`config.mk`:
```
export PLATFORM = sky130hd
export DESIGN_NAME = uart_tx_arbiter
export DESIGN_NICKNAME = d
export VERILOG_FILES = /design/src/rtl/uart_tx_arbiter.sv
export SDC_FILE = /design/constraint.sdc
export NUM_CORES = 1
export LEC_CHECK = 0
export ABC_CLOCK_PERIOD_IN_PS = 2500
export CORE_MARGIN = 8
export CORE_UTILIZATION = 50
export CTS_CLUSTER_DIAMETER = 100
export DETAILED_ROUTE_END_ITERATION = 10
export PLACE_DENSITY = 0.79
export RECOVER_POWER = 100
export SETUP_SLACK_MARGIN = 0.1
export SLEW_MARGIN = 20
export SYNTH_ARGS = -nofsm -noshare
export SYNTH_HDL_FRONTEND = slang
export SYNTH_SLANG_ARGS = --single-unit
```
`constraint.sdc`:
```
create_clock -name clk -period 2.5 [get_ports clk]
set_input_delay 0.625 -clock clk [delete_from_list [all_inputs] [get_ports clk]]
set_output_delay 0.625 -clock clk [all_outputs]
set_load 0.005 [all_outputs]
```
`src/rtl/uart_tx_arbiter.sv`:
```
// Round-robin burst arbiter sharing one UART transmit channel between two byte sources.
// Latency: grant 1 cycle after request, strobe 1 cycle after accept; backpressure: tx_buffer_full gates ready, one holdoff cycle per byte.
module uart_tx_arbiter #(
   parameter int MAX_BURST    = 16,
   parameter int IDLE_TIMEOUT = 64
) (
   input  logic       clk,
   input  logic       reset,
   input  logic       req0_valid,
   input  logic [7:0] req0_data,
   input  logic       req0_last,
   output logic       req0_ready,
   input  logic       req1_valid,
   input  logic [7:0] req1_data,
   input  logic       req1_last,
   output logic       req1_ready,
   output logic [7:0] tx_data,
   output logic       write_tx_data,
   input  logic       tx_buffer_full,
   output logic [1:0] grant,
   output logic       busy
);

   typedef enum logic [2:0] {IDLE, GRANT0, GRANT1, HOLDOFF0, HOLDOFF1} state_t;

   localparam logic [7:0] MAX_B  = 8'(MAX_BURST);
   localparam logic [7:0] IDLE_T = 8'(IDLE_TIMEOUT);

   state_t     state_q, state_d;
   logic       rr_q, rr_d;
   logic [7:0] burst_cnt_q, burst_cnt_d;
   logic [7:0] idle_cnt_q, idle_cnt_d;
   logic       last_q, last_d;
   logic [7:0] tx_data_q, tx_data_d;
   logic       wr_q, wr_d;

   logic       own1;
   logic       cur_vld;
   logic [7:0] cur_dat;
   logic       cur_last;
   logic       cur_rdy;
   logic       rel;

   function automatic logic [7:0] sat_inc(input logic [7:0] c);
      return (c == 8'hFF) ? c : c + 8'd1;
   endfunction

   assign own1     = (state_q == GRANT1) || (state_q == HOLDOFF1);
   assign cur_vld  = own1 ? req1_valid : req0_valid;
   assign cur_dat  = own1 ? req1_data  : req0_data;
   assign cur_last = own1 ? req1_last  : req0_last;

   always_comb begin
      state_d     = state_q;
      rr_d        = rr_q;
      burst_cnt_d = burst_cnt_q;
      idle_cnt_d  = idle_cnt_q;
      last_d      = last_q;
      tx_data_d   = tx_data_q;
      wr_d        = 1'b0;
      cur_rdy     = 1'b0;
      rel         = 1'b0;
      unique case (state_q)
         IDLE: begin
            if (req0_valid && (!req1_valid || !rr_q)) state_d = GRANT0;
            else if (req1_valid)                      state_d = GRANT1;
         end
         GRANT0, GRANT1: begin
            cur_rdy = cur_vld && !tx_buffer_full;
            if (cur_rdy) begin
               tx_data_d   = cur_dat;
               wr_d        = 1'b1;
               burst_cnt_d = sat_inc(burst_cnt_q);
               idle_cnt_d  = 8'd0;
               last_d      = cur_last;
               state_d     = own1 ? HOLDOFF1 : HOLDOFF0;
            end else if (!cur_vld) begin
               // Only a silent owner ages toward timeout; a full UART does not count.
               idle_cnt_d = sat_inc(idle_cnt_q);
               if (sat_inc(idle_cnt_q) == IDLE_T) rel = 1'b1;
            end
         end
         HOLDOFF0, HOLDOFF1: begin
            if (last_q || (burst_cnt_q == MAX_B)) rel = 1'b1;
            else state_d = own1 ? GRANT1 : GRANT0;
         end
         default: state_d = IDLE;
      endcase
      if (rel) begin
         state_d     = IDLE;
         rr_d        = !own1;
         burst_cnt_d = 8'd0;
         idle_cnt_d  = 8'd0;
         last_d      = 1'b0;
      end
   end

   always_ff @(posedge clk or negedge reset) begin
      if (!reset) begin
         state_q     <= IDLE;
         rr_q        <= 1'b0;
         burst_cnt_q <= 8'd0;
         idle_cnt_q  <= 8'd0;
         last_q      <= 1'b0;
         tx_data_q   <= 8'd0;
         wr_q        <= 1'b0;
      end else begin
         state_q     <= state_d;
         rr_q        <= rr_d;
         burst_cnt_q <= burst_cnt_d;
         idle_cnt_q  <= idle_cnt_d;
         last_q      <= last_d;
         tx_data_q   <= tx_data_d;
         wr_q        <= wr_d;
      end
   end

   assign req0_ready    = cur_rdy && !own1;
   assign req1_ready    = cur_rdy && own1;
   assign tx_data       = tx_data_q;
   assign write_tx_data = wr_q;
   assign grant         = {(state_q == GRANT1) || (state_q == HOLDOFF1),
                           (state_q == GRANT0) || (state_q == HOLDOFF0)};
   assign busy          = |grant;

endmodule

```
# Word-level counts from Yosys, hierarchy flattened
# Cells that the tools add are included.
# word_totals
output_inout_bits	14
elab_cells	76
register_bits	30
input_bits	23
# classes
n_mux	31
add_sub_neg	2
reduce_logical	23
n_eq_ne	13
# ops
operator	count
8-bit 2-to-1 mux	10
3-bit 2-to-1 mux	6
8-bit by 1-bit adder with 8-bit output, second input constant	2
8-bit equality test, second input constant	2
1-bit 2-to-1 mux	12
3-bit case mux with 3 select lines	1
8-bit by 5-bit equality test with 1-bit output, second input constant	1
8-bit by 7-bit equality test with 1-bit output, second input constant	1
3-bit by 2-bit equality test with 1-bit output, second input constant	2
3-bit inequality test, second input constant	2
2-bit AND reduction	3
3-bit AND reduction	2
2-bit OR reduction	3
1-bit logical AND	4
1-bit zero test	4
1-bit logical OR	4
4-bit inequality test, second input constant	1
2-bit nonzero test	2
3-bit by 1-bit equality test with 1-bit output, second input constant	1
3-bit equality test, second input constant	1
3-bit zero test	1
3-bit by 1-bit inequality test with 1-bit output, second input constant	1
2-bit 2-to-1 mux	1
2-bit inequality test, second input constant	1
1-bit case mux with 2 select lines	1

# Depth between registers and ports, before layout
# Gate-level depths: netlist (run 1).
# depth
ltp_word	9
ltp_mapped	8

# Worst setup path after synthesis (run 1)
# OpenSTA, ideal clock, no wires.
# synth_path
path_kind	input-to-reg
startpoint	input req1_valid
endpoint	register burst_cnt_q[0]
slack_ns	0.506
n_path_buf	1
arrival_time_ns	1.875
cell_stages	6
setup_ns	0.119
cell_sequence	or4b_4 > nand2_4 > nand2_4 > o31ai_4 > buf_6 > nor2_1
# synth_between
elab_chain_len	6
# synth_rtl
element	line	source
from (decl)	13	input logic req1_valid,
1-bit 2-to-1 mux (*)	49	assign cur_vld = own1 ? req1_valid : req0_valid;
1-bit 2-to-1 mux or 1-bit logical AND (tied branches)	77, 69	
1-bit 2-to-1 mux	70	if (cur_rdy) begin
1-bit case mux with 2 select lines	63	unique case (state_q)
2-bit inequality test (no line) or 2-bit nonzero test (tied branches)	n/a	
3-bit AND reduction (no line)	n/a	
to (signal assigned)	110	burst_cnt_q <= burst_cnt_d;
to (decl)	31	logic [7:0] burst_cnt_q, burst_cnt_d;
# Every way passes the cells marked *; elsewhere a longest branch is shown, timed or not.
# A chain may end at the register's enable or synchronous reset.

# Worst setup path in the final report (run 1)
# layout_path
startpoint	input req0_valid
endpoint	output req0_ready
# layout_between
elab_chain_len	4
# layout_rtl
element	line	source
from (decl)	9	input logic req0_valid,
1-bit 2-to-1 mux	49	
1-bit logical AND	69	cur_rdy = cur_vld && !tx_buffer_full;
1-bit 2-to-1 mux	63	
1-bit logical AND	118	assign req0_ready = cur_rdy && !own1;
to (decl)	12	output logic req0_ready,
# Every way passes these cells.

==> out/results.txt, run 1 <==
Post-Layout Cell Count -> 274
Mapped Area -> 1700 µm²
TritonCTS sink count -> 30
Crit path capture -> req0_ready
Clock skew -> 0.00655 ns
Total die area -> 5530 µm²
Seq/Total Area, Yosys -> 44.1%
Die H -> 74.4 µm
Post-synth top area share -> 44.1%
Gr usage total -> 16.9%
Peak supply drop -> 493 µV
Starting density of the core -> 51.4%
Final Hold Fails -> 0
# diodes -> 0
Initial drt markers -> 116
Crit-path max FO -> 2
Top area cells in the synthesized netlist -> dfrtp_1, a222oi_1, inv_1, nor2_1, a21oi_1
Layout cell share with drive strength beyond 1 -> 11.8%
Fmax -> 419 MHz
Max_cap viols -> 0
CTS root buf -> clkbuf_4
Met2 Use GR -> 27.1%
Routability cong. -> 0.849
Reg clk slew, reported paths -> 0.09 ns
Crit path DAT -> 1.76 ns
Outcome -> completed
Busiest grt layer -> met2
Syn Inst Count -> 176
Drt total wl -> 4250 µm
Num CTS Buffers -> 5
Final period util -> 95.5%
Measured slew at the worst slew-check pin -> 0.762 ns
Vias in the first global route -> 1,572
Ports -> 37
Mean Syn Cell Area -> 9.68 µm²
Cells after DPL -> 264
Post-route ant nets -> 0
Largest net degree at the start of global routing -> 31
DR vias -> 1,563
Netlist cell types -> 38
Slew headroom -> 49.2%
Pre-CTS setup slack -> -0.227 ns
Ys flop type -> dfrtp_1
Worst skew pair latency -> 0.33 ns
Worst r2r src -> state_q[2]
Critical path origin -> req0_valid
Reg2Reg Setup Slack -> 0.31 ns
Vias/cell -> 5.70
Post-route setup slack -> 0.113 ns
GR Overflow Total -> 0
Worst Reg-to-Reg Cells -> 7
WP data required -> 1.88 ns
Nets -> 253
Hold-fix buffers, CTS -> 0
Syn nets -> 202
Layout fillers -> 274
Grt met1 use -> 19.2%
PwrDens -> 818 nW/µm²
Post-layout util -> 67.6%
Fin. max-slew vios -> 0
YS warnings -> 0
First-pass GRT wire length -> 7240 µm
Leakage -> 1.04 nW
Worst Setup End Kind -> output port
Capturing point of the worst reg2reg path -> rr_q
First drt pass iteration count -> 6
Drc violations -> 0
Flops & latches, synth -> 30
TritonCTS clock tree -> yes
WL/cell -> 15.5 µm
Row count -> 21
HPWL Detailed -> 3110 µm
Critical path class -> primary input to output port
CTS H-Tree Depth -> 2
Most area-hungry cell type in the Yosys netlist -> dfrtp_1
CTS max path bufs -> 2
Fin crit period -> 2.39 ns
Port Buf Inserts -> 36
Fin Hold WS -> 0.503 ns
Final setup viols -> 0
Area Overhead vs Synth -> 31.5%
Core area -> 3310 µm²
Initial antenna violation count -> 0
Die X -> 74.4 µm
Met3 usage -> 7.68%
RSZ-0062 raised after global routing -> no
Ys async rst share -> 100%
Worst Hold Class -> register to register
EDFF count, synth -> 0
Critical path startpoint category -> primary input
Setup_tns -> 0 ns
cell families after synthesis:
group	count (synthesis)	share of synthesized area [%]
muxes	5	2.94
adders and majority gates	3	2.20
AOI/OAI and AO/OA	36	16.5
DFF	30	44.1
xor gates and xnor gates	7	3.60
buffers and inverters	23	6.10
and+or+nand+nor	72	24.6
state kept, by name (all words and copies together), names as in the netlist:
signal / cells
burst_cnt_q: 8
write_tx_data: 1
last_q: 1
tx_data: 8
idle_cnt_q: 8
rr_q: 1
state_q: 3
timing repair:
item / CTS / global route
setup endpoints to repair: 3 / 4
gates resized for setup: 5 / 2
endpoints found under the hold margin: 0 / 0
pin swaps: 2 / 2
setup buffers: 0 / 2
gates cloned: 0 / 0
synth_stat cells (2+ instances only):
library cell,count
clkbuf_1,2
a211oi_1,4
buf_2,2
nor2_1,15
inv_1,16
a311oi_1,2
and3_1,3
ha_1,3
and4_1,3
nand4_1,6
dfrtp_1,30
a21oi_1,11
or4b_4,2
a31oi_1,3
nand3b_1,5
o21ai_0,3
nor4_1,2
nand2_4,2
nand3_1,5
nor3_1,7
nand2_1,11
xor2_1,4
a222oi_1,8
xnor2_1,3
and2_1,2
mux2i_1,5
nand2b_1,5
buf_4,2
where the power goes:
group	switching (mW)	internal [mW]
logic	0.379	0.397
registers	0.135	0.615
clock network	0.171	0.135
total	0.685	1.15
area by class of cell:
type | instances | area [µm²] | share of cell area, %
repair buffers | 51 | 447 | 19.9
flip-flops and latches | 30 | 751 | 33.5
inverters | 16 | 60.1 | 2.68
clock buffers | 6 | 51.3 | 2.29
multi-input cells | 123 | 861 | 38.4
clock inverters | 2 | 12.5 | 0.559
well taps | 46 | 57.6 | 2.57
placed cells by master, fill, tap and decap left out, types with 4 or more instances in the layout:
master           count
clkdlybuf4s50_1     23
xor2_1               4
nand2_1             11
dfrtp_1             30
nor3_1               5
buf_4                8
nand3_1              5
a211oi_1             4
clkbuf_4             5
inv_1               16
dlygate4sd3_1       11
nor2_1              14
mux2i_1              5
clkbuf_1             5
nand2b_1             5
a21oi_1             11
a222oi_1             8
nand3b_1             5
nand4_1              6
worst min path at each step:
stage / start / endpoint / cells past startpoint / slack [ns]
after global routing: tx_data[4] / tx_data[4] / 2 / 0.53
final: tx_data[0] / tx_data[0] / 2 / 0.50
after detailed placement: tx_data[0] / tx_data[0] / 2 / 0.47
after CTS: tx_data[0] / tx_data[0] / 2 / 0.51
after floorplan: reset / burst_cnt_q[0] / 0 / 0.33
after global placement: tx_data[6] / tx_data[6] / 2 / 0.47
routing by layer:
| metal | part of all wire, % | wire [µm] |
|---|---|---|
| met1 | 44 | 1860 |
| met5 | 0 | 0 |
| met2 | 48 | 2020 |
| met3 | 7.2 | 306 |
| met4 | 1.4 | 60 |
through the flow:
| stage | cell area (µm²) | power [mW] |
|---|---|---|
| after global placement | 2170 | 1.53 |
| after CTS | 2250 | 1.90 |
| after global routing | 2240 | 1.98 |
| after detailed placement | 2170 | 1.57 |
| final | 2240 | 1.83 |
| after floorplan | 1700 | 1.19 |
worst max-delay path, cell delays in order:
cell             delay, ns
clkdlybuf4s50_1       0.48
nand3b_1              0.14
nor3_2                0.22
dlygate4sd2_1         0.29
No activity file was read; power rests on OpenSTA's default activity.
==> inputs of run 2 (changes only) <==
CAP_MARGIN = 25   (was default)
==> results of run 2 <==
No change in the layout: final DEF, timing and power equal those of run 1.
